**config.mk**
```make
export PLATFORM = sky130hd
export DESIGN_NAME = mem_port_arbiter
export DESIGN_NICKNAME = d
export VERILOG_FILES = /design/src/rtl/mem_port_arbiter.sv
export SDC_FILE = /design/constraint.sdc
export NUM_CORES = 1
export LEC_CHECK = 0
export CORE_MARGIN = 5
export CORE_UTILIZATION = 36
export CTS_BUF_LIST = sky130_fd_sc_hd__clkbuf_4 sky130_fd_sc_hd__clkbuf_8 sky130_fd_sc_hd__clkbuf_16
export DETAILED_ROUTE_END_ITERATION = 16
export PLACE_DENSITY = 0.77
export SLEW_MARGIN = 20
export SYNTH_ARGS = -nofsm -noshare
export SYNTH_HDL_FRONTEND = slang
export SYNTH_SLANG_ARGS = --single-unit
export TNS_END_PERCENT = 50
```
**constraint.sdc**
```tcl
create_clock -name clk -period 1.6 [get_ports clk]
set_input_delay 0.24 -clock clk [delete_from_list [all_inputs] [get_ports clk]]
set_output_delay 0.24 -clock clk [all_outputs]
set_load 0.02 [all_outputs]
```
**src/rtl/mem_port_arbiter.sv**
```systemverilog
// Shares one memory port between the I-side fetch and D-side load/store requesters.
// Define ARB_ROUND_ROBIN_EN to alternate contested grants instead of fixed D priority.
module mem_port_arbiter #(
   parameter int ADDR_WIDTH = 32,
   parameter int DATA_WIDTH = 32,
   localparam int MASK_WIDTH = DATA_WIDTH / 8
) (
   input  logic                  clk,
   input  logic                  rst,
   // I-side requester
   input  logic [ADDR_WIDTH-1:0] i_addr,
   input  logic [MASK_WIDTH-1:0] i_rmask,
   output logic [DATA_WIDTH-1:0] i_rdata,
   output logic                  i_resp,
   // D-side requester
   input  logic [ADDR_WIDTH-1:0] d_addr,
   input  logic [MASK_WIDTH-1:0] d_rmask,
   input  logic [MASK_WIDTH-1:0] d_wmask,
   input  logic [DATA_WIDTH-1:0] d_wdata,
   output logic [DATA_WIDTH-1:0] d_rdata,
   output logic                  d_resp,
   // memory port
   output logic [ADDR_WIDTH-1:0] mem_addr,
   output logic [MASK_WIDTH-1:0] mem_rmask,
   output logic [MASK_WIDTH-1:0] mem_wmask,
   output logic [DATA_WIDTH-1:0] mem_wdata,
   input  logic [DATA_WIDTH-1:0] mem_rdata,
   input  logic                  mem_resp,
   // debug view of the arbiter FSM: 0 = IDLE, 1 = BUSY, 2 = RESP
   output logic [1:0]            fsm_state
);

   // Handshake: a requester is pending while any of its masks is nonzero and must
   // hold addr/masks/wdata stable until it sees its one-cycle resp; it drops or
   // changes the request right after that resp. The memory answers each
   // transaction with exactly one mem_resp cycle while the masks are driven.

   typedef enum logic [1:0] {
      IDLE = 2'd0,
      BUSY = 2'd1,
      RESP = 2'd2
   } state_t;

   state_t state;
   logic   grant_d;
   logic   i_pend;
   logic   d_pend;
   logic   pick_d;

   assign i_pend = |i_rmask;
   assign d_pend = (|d_rmask) || (|d_wmask);

`ifdef ARB_ROUND_ROBIN_EN
   logic rr_ptr;  // 0: I-side wins the next contested grant, 1: D-side
   assign pick_d = d_pend && (!i_pend || rr_ptr);
`else
   assign pick_d = d_pend;
`endif

   assign fsm_state = state;

   always_ff @(posedge clk) begin
      if (rst) begin
         state     <= IDLE;
         grant_d   <= 1'b0;
         mem_addr  <= '0;
         mem_rmask <= '0;
         mem_wmask <= '0;
         mem_wdata <= '0;
         i_rdata   <= '0;
         d_rdata   <= '0;
         i_resp    <= 1'b0;
         d_resp    <= 1'b0;
`ifdef ARB_ROUND_ROBIN_EN
         rr_ptr    <= 1'b0;
`endif
      end else begin
         i_resp <= 1'b0;
         d_resp <= 1'b0;
         case (state)
            IDLE: begin
               if (i_pend || d_pend) begin
                  grant_d <= pick_d;
                  state   <= BUSY;
                  if (pick_d) begin
                     mem_addr  <= d_addr;
                     mem_rmask <= d_rmask;
                     mem_wmask <= d_wmask;
                     mem_wdata <= d_wdata;
                  end else begin
                     // I-side never writes; mem_wdata keeps its last value
                     mem_addr  <= i_addr;
                     mem_rmask <= i_rmask;
                     mem_wmask <= '0;
                  end
`ifdef ARB_ROUND_ROBIN_EN
                  if (i_pend && d_pend) begin
                     rr_ptr <= ~rr_ptr;
                  end
`endif
               end
            end
            BUSY: begin
               if (mem_resp) begin
                  if (grant_d) begin
                     d_rdata <= mem_rdata;
                  end else begin
                     i_rdata <= mem_rdata;
                  end
                  d_resp    <= grant_d;
                  i_resp    <= ~grant_d;
                  mem_rmask <= '0;
                  mem_wmask <= '0;
                  state     <= RESP;
               end
            end
            RESP: begin
               state <= IDLE;
            end
            default: begin
               state <= IDLE;
            end
         endcase
      end
   end

endmodule

```
== After elaboration in Yosys (flattened, before gate mapping) ==
Index checks and enable logic that the tools add are counted.
Storage, ports and cells
  latch bits: 0
  ROM bits: 0
  flip-flop bits (word level): 141
  logic and storage cells: 41
  RAM bits: 0
  input port bits: 143
  memories: 0
  output and inout port bits: 140
Cells by class
  order comparisons: 0
  divide/modulo/power cells: 0
  multiplexer cells: 11
  reduce and logical (&&, ||, !) cells: 14
  $add $sub $neg: 0
  shift-type cells: 0
  bitwise gates (word level): 3
  $mul: 0
  eq/ne operators: 3
Operators with widths (count)
  32-bit 2-to-1 mux: 1
  4-bit 2-to-1 mux: 5
  4-bit case mux with 2 select lines: 2
  3-bit AND reduction: 4
  4-bit OR reduction: 3
  2-bit 2-to-1 mux: 2
  2-bit != test (second input constant): 2
  2-bit case mux with 2 select lines: 1
  2-bit AND reduction: 2
  1-bit NOT: 3
  3-bit OR reduction: 1
  2-bit by 1-bit == test with 1-bit output (second input constant): 1
  2-bit logical NOT: 1
  1-bit logical OR: 2
  2-bit nonzero test: 1

== Depth between registers and ports, before layout ==
  depth in word-level cells: 5
  mapped depth: 6
  mapped depth without buffers: 4

== Worst setup path before layout ==
OpenSTA, ideal clock, no wires.
  kind: flip-flop to flip-flop
  from: reg state[0], in the netlist fsm_state[0]
  to: reg mem_wdata[10]
  arrival: 1.609 ns
  stages on the path, launching flop included: 7
  buffers on the path: 2
  required time: 1.472 ns
  clock period less this slack: 1.736 ns
  library setup time: 0.128 ns
  path slack: -0.136 ns
  path through: dfxtp_1 -> or2_1 -> clkbuf_1 -> a21oi_2 -> buf_4 -> mux2i_1 -> nor2_1
Between the ends
  cells in the longest elaborated chain, start to end: 2
Ends and longest elaborated chain
  start: declaration: RTL line 44  | state_t state;
  start signal: assignment: RTL line 64  | state <= IDLE;
  start signal: assignment: RTL line 84  | state <= BUSY;
  start signal: assignment: RTL line 114  | state <= RESP;
  2-bit logical NOT: RTL line 80  | case (state)
  3-bit AND reduction (no line)
  end signal: assignment: RTL line 89  | mem_wdata <= d_wdata;
  end: declaration: RTL line 26  | output logic [DATA_WIDTH-1:0] mem_wdata,
Every way passes these cells.
A chain may end at the register's enable or synchronous reset.

== Worst setup path after layout ==
  from: in d_wmask[0]
  to: reg mem_addr[23]
Between the ends
  cells in the longest elaborated chain, start to end: 4
  elaborated cells between the ends (all ways): 5
  those cells by class: mux: 1; reduce/logical: 4
Ends and longest elaborated chain
  start: declaration: RTL line 18  | input logic [MASK_WIDTH-1:0] d_wmask,
  4-bit OR reduction (*): RTL line 51  | assign d_pend = (|d_rmask) || (|d_wmask);
  1-bit logical OR (*): RTL line 51
  1-bit logical OR: RTL line 82  | if (i_pend || d_pend) begin
  2-bit AND reduction (no line)
  end signal: assignment: RTL line 86  | mem_addr <= d_addr;
  end signal: assignment: RTL line 92  | mem_addr <= i_addr;
  end: declaration: RTL line 23  | output logic [ADDR_WIDTH-1:0] mem_addr,
Every way passes the cells marked *; elsewhere a longest branch is shown, timed or not.

==> results.md <==
* Maximum vdd drop at 0.848 mV
* Post-synth top flop: dfxtp_1
* Number of antenna violations at the first check in global routing at 0
* Crit path time final at 1550 ps
* CP max-delay cell: or4_4
* Dpl hpwl at 13100 µm
* Via Count at 5461
* Largest fanout on the critical path at 7
* GRT overflow at 0
* Final-report setup violation count at 0
* Syn Inst Count at 615
* Iteration-0 DRC Markers at 278
* Critical Setup Path Class: in -> reg
* Yosys reg bits at 141
* Post-DR wirelength/cell at 17.4 µm
* Post-synth EDFFs at 0
* Power Density at 1020 nW/µm²
* Starting density of the core at 36.9%
* Netlist cell types at 27
* Die X at 132 µm
* Max Root-Sink Buffers at 2
* Global-route usage over all layers at 21.2%
* Worst-path clk slew at 60 ps
* Fraction of registers with async set/reset at 0%
* Synth-to-Final Area Change at 70.9%
* Synth area leaders: dfxtp_1, nand2_1, a21oi_1, mux2i_1, a2bb2oi_1
* Required time worst endpoint at 1940 ps
* Status: completed
* Mapped Area at 5380 µm²
* Routed Antenna Nets at 0
* Overall routed net length at 19100 µm
* Arr. time, crit path at 1890 ps
* Ys Warns at 0
* RSZ-0062 raised after global routing: false
* Final #Nets at 1049
* Max-slew headroom at 69.9%
* Largest net degree at the start of global routing at 67
* Diodes inserted at 0
* Sequential share of the synthesized area at 52.5%
* CTS sink cnt at 141
* Leakage power at 4.17 nW
* CTS tree: yes
* Average size of a mapped cell at 8.75 µm²
* Non-Filler Instances at 1100
* Die Footprint at 17500 µm²
* Fin. max-slew vios at 0
* DP Worst Slack at -516 ps
* CTS H-tree depth at 4
* Final Util at 63.0%
* Cell Chain, Critical Path: clkdlybuf4s15_1 -> or4_4 -> nor3_4 -> buf_6 -> buf_12 -> buf_12 -> a22oi_1 -> a21oi_1
* Max incr delay on CP at 530 ps
* Final Hold Fails at 0
* Input/output buffers at 282
* Fmax at 0.643 GHz
* Post-synth top area cell: dfxtp_1
* Pin slew with the least headroom to its limit at 441 ps
* # IOs at 283
* Hold Path Class: in -> reg
* Share of cells above drive strength 1 at 9.83%
* Inst Count DP at 1066
* Max-cap check violation count at 0
* Core area at 14600 µm²
* Synth top area share at 52.5%
* Top-count cell post-synth: nand2_1
* Mapped Nets at 758
* CTS root buffer: clkbuf_16
* Cell mode on critical path: buf_12
* CTS buffer count at 17
* Total power at 9.41 mW
* Final Cycle Share at 97.2%
* Fin Setup TNS at 0 ps
* Vias in the first global route at 5394
* Top cells by count, synth: nand2_1, dfxtp_1, a21oi_1
* Drt pass-1 iters at 5
* Worst setup margin at 45.1 ps
* Final GP Congestion at 0.812
* Buf/Inv on CP at 4
* Clock skew at 6.18 ps
* First-pass GRT wire length at 29800 µm
* Delay-heaviest family, CP: simple AND/OR/NAND/NOR gates
* DR vias/cell at 4.96
* Residual DRC at 0
* Cell Rows at 44
* Worst-Skew Late Latency at 410 ps
* CP Capture Type: register
* Worst Setup Start Kind: input port
* Die Y at 132 µm
layer usage:
layer	vias up	track usage [%]	routed length [µm]	part of all wire, %
li1	2710	-	-	-
met1	2508	25.1	7750	40
met2	215	35.4	9520	50
met3	28	7.18	1470	7.7
met4	0	8.14	409	2.1
met5	-	0	0	0
through the flow:
stage | area, µm² | hold slack [ps]
6_report | 9190 | 95.8
5_1_grt | 9190 | 84.2
4_1_cts | 9200 | 171
3_5_place_dp | 8670 | 446
3_3_place_gp | 8670 | 431
2_1_floorplan | 5430 | 354
flip-flops by register name, indices dropped and copies added (netlist names):
signal,cells
d_rdata,32
d_resp,1
fsm_state,2
grant_d,1
i_rdata,32
i_resp,1
mem_addr,32
mem_rmask,4
mem_wdata,32
mem_wmask,4
final timing paths:
| path | startpoint | end | slack (ps) | cells after the start |
|---|---|---|---|---|
| worst max register to register | fsm_state[0]$_SDFFE_PP0P_ | mem_wdata[17]$_SDFFE_PP0P_ | 80 | 6 |
| worst min register to register | i_rdata[15]$_SDFFE_PP0P_ | i_rdata[15]$_SDFFE_PP0P_ | 450 | 2 |
| worst max-delay path | d_wmask[0] | mem_addr[23]$_SDFFE_PP0P_ | 50 | 8 |
| worst min-delay path | d_wmask[2] | mem_wmask[2]$_SDFFE_PP0P_ | 100 | 2 |
final cells by class:
| class | instances | area (µm²) |
|---|---|---|
| timing repair buffer | 320 | 3140 |
| sequential | 141 | 2830 |
| tap | 184 | 230 |
| multi-input combinational | 426 | 2400 |
| clock buffer | 23 | 489 |
| fill | 1247 | 5400 |
| clock inverter | 6 | 111 |
power by group:
group | total, mW | internal, mW | switching [mW]
combinational | 1.57 | 0.779 | 0.793
clock | 4.01 | 2.60 | 1.41
sequential | 3.83 | 3.71 | 0.115
total | 9.41 | 7.09 | 2.32
kinds of logic (layout without fill, tap and decap cells):
logic type,count (synthesis),after routing,share of synthesized area [%]
muxes,32,32,5.95
DFF,141,141,52.5
and+or+nand+nor,217,218,16.6
AOI/OAI and AO/OA,176,176,21.2
buffers and inverters,49,349,3.77
timing repair:
action | 4_1_cts | 5_1_grt
cloned | 3 | 0
buffers inserted | 3 | 1
hold buffers | 0 | 0
resized for setup | 165 | 14
endpoints found under the setup margin | 178 | 43
pin swaps | 9 | 5
cells in the final DEF (no fill, tap or decap), types with 2 or more instances in the layout:
cell,Yosys,final
clkbuf_4,0,3
bufinv_16,0,3
clkbuf_16,0,17
o2bb2ai_1,4,4
dlygate4sd2_1,0,142
a2bb2oi_1,32,32
clkbuf_2,0,5
nor2_1,39,37
clkbuf_8,0,3
a22oi_1,32,31
or4_4,3,3
buf_6,0,3
a22o_1,4,4
nor4_2,2,2
and4_4,0,2
buf_4,3,19
dfxtp_2,0,2
clkdlybuf4s50_1,0,129
dfxtp_1,141,139
nand2_1,163,163
a21oi_1,101,101
mux2i_1,32,32
clkdlybuf4s15_1,0,3
nor2_4,1,2
buf_12,0,14
Note: power is estimated with default switching activity, not from simulation.
==> RTL edit 1 (same flow settings) <==
`ADDR_WIDTH`: 32 -> 16.
--- a/src/rtl/mem_port_arbiter.sv
+++ b/src/rtl/mem_port_arbiter.sv
@@ -1,7 +1,7 @@
 // Shares one memory port between the I-side fetch and D-side load/store requesters.
 // Define ARB_ROUND_ROBIN_EN to alternate contested grants instead of fixed D priority.
 module mem_port_arbiter #(
-   parameter int ADDR_WIDTH = 32,
+   parameter int ADDR_WIDTH = 16,
    parameter int DATA_WIDTH = 32,
    localparam int MASK_WIDTH = DATA_WIDTH / 8
 ) (
Ports: changed (resized d_addr, i_addr and mem_addr); port bits go from 283 to 235. The function was not compared with the original's and may differ.
==> RTL edit 1 against the original RTL <==
Setup slack better by 0.046 ns; sequential cell count fell by 16; design area shrank 15%; routed wire length is 18% lower; clock power decreased by 5.7%; fmax grew 3.1%; synthesized area decreased by 13%; sequential power shrank 12%; total power decreased by 9.8%; critical endpoint is now mem_rmask[2]$_SDFFE_PP0P_; largest cell class unchanged; highest routed layer unchanged.
==> RTL edit 1: results (changes against the original RTL) <==
clk pwr 3.78 mW (was 4.01 mW); cell family with most CP delay buffers and inverters (was simple AND/OR/NAND/NOR gates); largest net degree at the start of global routing 54 (was 67); first-pass GRT wire length 23,880 µm (was 29,850 µm); crit-path max cell delay 0.48 ns (was 0.53 ns); Worst R2R Setup Slack 0.15 ns (was 0.08 ns); post-synthesis compound-gate area fraction 11.70% (was 21.21%); outcome finished clean (unchanged); crit path max fanout 20 (was 7); layout cell share with drive strength beyond 1 9.694% (was 9.825%); number of global-route vias before repair 4,784 (was 5,394); Critical Path Source d_rmask[2] (was d_wmask[0]); average wire per standard cell 16.38 µm (was 17.41 µm); Worst Hold Slack 0.2003 ns (was 0.09582 ns); share of power burned in combinational logic 15.6% (was 16.7%); leakage 3.529 nW (was 4.168 nW); top cells by area, synth dfxtp_1 53%, nand2_1 11%, a21oi_1 7.4%, mux2i_1 6.8%, nand3_1 3.4% (was dfxtp_1 52%, nand2_1 11%, a21oi_1 9.4%, mux2i_1 6.0%, a2bb2oi_1 5.2%); Slew @ Worst Pin 0.4106 ns (was 0.4407 ns); min-delay src rst (was d_wmask[2]); CP arrival 1.85 ns (was 1.89 ns); routability cong. 0.8731 (was 0.8122); dpl cells 923 (was 1,066); post-synthesis instance total 531 (was 615); CP endpoint mem_rmask[2]$_SDFFE_PP0P_ (was mem_addr[23]$_SDFFE_PP0P_); Port Buf Inserts 234 (was 282); Final WS setup 0.09159 ns (was 0.04515 ns); sequential area share after synthesis 53.43% (was 52.47%)
RTL edit 1: cell count changes in the layout (fill, tap and decap cells not counted), moves of 20 or more:
cell	before	now
dlygate4sd2_1	142	121
nand3_1	0	32
a21oi_1	101	69
nand2_1	163	135
a2bb2oi_1	32	0
a22oi_1	31	0
clkdlybuf4s50_1	129	109
RTL edit 1: layout make-up:
class	count	area, µm²	share of cell area (%)
Multi-Input combinational cell	369	2022	25.78
Timing Repair Buffer	258	2514	32.05
Tap cell	172	215.2	2.744
Clock buffer	21	474.2	6.046
Clock inverter	11	116.4	1.483
Sequential cell	125	2502	31.90
RTL edit 1: what timing repair did:
item / 4_1_cts / 5_1_grt
cloned: 1 / 0
gates resized for setup: 122 / 6
endpoints found under the setup margin: 134 / 22
hold buffers: 0 / 0
setup buffers: 0 / 0
RTL edit 1: per-layer routing:
metal  vias up  wire, µm  global-route usage (%)
li1       2267         -                       -
met1      2197      5907                   21.84
met2       197      7884                   34.93
met3        33      1424                   7.221
met4         0       441                   10.13
met5         -         0                       0
==> RTL edit 2 (same settings) <==
Without the edit above. Add an input register stage for `d_wdata`, without a reset; this delays it by one clock. The other inputs are not delayed to match.
--- a/src/rtl/mem_port_arbiter.sv
+++ b/src/rtl/mem_port_arbiter.sv
@@ -40,6 +40,12 @@
       BUSY = 2'd1,
       RESP = 2'd2
    } state_t;
+
+   logic [DATA_WIDTH-1:0] d_wdata_q;
+
+   always_ff @(posedge clk) begin
+      d_wdata_q <= d_wdata;
+   end
 
    state_t state;
    logic   grant_d;
@@ -86,7 +92,7 @@
                      mem_addr  <= d_addr;
                      mem_rmask <= d_rmask;
                      mem_wmask <= d_wmask;
-                     mem_wdata <= d_wdata;
+                     mem_wdata <= d_wdata_q;
                   end else begin
                      // I-side never writes; mem_wdata keeps its last value
                      mem_addr  <= i_addr;
Behaviour: not the same (Yosys sat finds a counterexample within 4 cycles, from zero or initial values and one cycle with rst high).
==> RTL edit 2 against the original RTL <==
Utilization down 3.2 points; non-clock buffer count is 1 lower; design area increased by 7.5%; count of clock-buffer cells in the layout fell by 4; total power rose by 11%; synthesized area up 12%; critical path depth is 1 lower; routed wire length rose by 0.37%; die area up 11%; sequential cell count increased by 32; setup slack better by 0.017 ns; largest power group is now sequential cells.
==> RTL edit 2: results (changes against the original RTL) <==
met1 Use GR 22.32% (was 25.11%); Non-clock buffer share 31.77% (was 34.15%); Via Count 5,676 (was 5,461); largest net degree at the start of global routing 78 (was 67); worst vdd ir 0.0007172 V (was 0.0008478 V); leakage 4.485 nW (was 4.168 nW); outcome finished clean (unchanged); sequential share of power 44.7% (was 40.7%); crit path max fanout 8 (was 7); P_sw 2.605 mW (was 2.319 mW); die area 19,410 µm² (was 17,490 µm²); multi-input combinational cell area 2396 µm² (was 2397 µm²); top cells by area, synth dfxtp_1 58%, nand2_1 10%, a21oi_1 8.4%, mux2i_1 5.3%, a2bb2oi_1 4.7% (was dfxtp_1 52%, nand2_1 11%, a21oi_1 9.4%, mux2i_1 6.0%, a2bb2oi_1 5.2%); Via-to-Cell Ratio 4.864 (was 4.965); sequential area share after synthesis 57.52% (was 52.47%); layout cell share with drive strength beyond 1 9.081% (was 9.825%); Worst Hold Slack 0.1300 ns (was 0.09582 ns); All-Layer GR Usage 19.00% (was 21.18%); Fillers 1,484 (was 1,247); fin nets 1,079 (was 1,049); Worst Skew 0.008050 ns (was 0.006178 ns); Clock power frac 40.5% (was 42.6%); DRT met1 WL 7766 µm (was 7751 µm); pre-CTS WS -0.5405 ns (was -0.5163 ns); Avg Cell Area, Syn 9.306 µm² (was 8.748 µm²); initial DRC count 253 (was 278); HPWL Detailed 13,320 µm (was 13,110 µm); Multi-In Gates 425 (was 426); Synth top cells by count 173 x dfxtp_1, 163 x nand2_1, 101 x a21oi_1 (was 163 x nand2_1, 141 x dfxtp_1, 101 x a21oi_1); ClkCell Share 6.116% (was 6.533%); DP Area 9298 µm² (was 8667 µm²); met3 wire length 1535 µm (was 1469 µm); routability cong. 0.8914 (was 0.8122); met3 Track Usage GR 7.033% (was 7.176%); proportion of synthesized area in mux cells 5.320% (was 5.953%)
-- RTL edit 2: cell types whose count changed in the layout (fill, tap and decap cells not counted), sizes merged --
cell	before	now
and4	2	1
bufbuf	1	0
clkbuf	28	20
dlymetal6s2s	1	6
clkdlybuf4s15	3	2
inv	0	5
buf	39	37
dlygate4sd2	142	144
dfxtp	141	173
-- RTL edit 2: path summary, 6_finish.rpt --
| path | from | endpoint | slack, ns | cells after the start |
|---|---|---|---|---|
| max | d_wmask[3] | mem_addr[14]$_SDFFE_PP0P_ | 0.06 | 7 |
| min | rst | fsm_state[1]$_SDFFE_PP0P_ | 0.13 | 2 |
| max reg2reg | fsm_state[0]$_SDFFE_PP0P_ | mem_wdata[16]$_SDFFE_PP0P_ | 0.11 | 6 |
| min reg2reg | fsm_state[1]$_SDFFE_PP0P_ | fsm_state[0]$_SDFFE_PP0P_ | 0.44 | 1 |
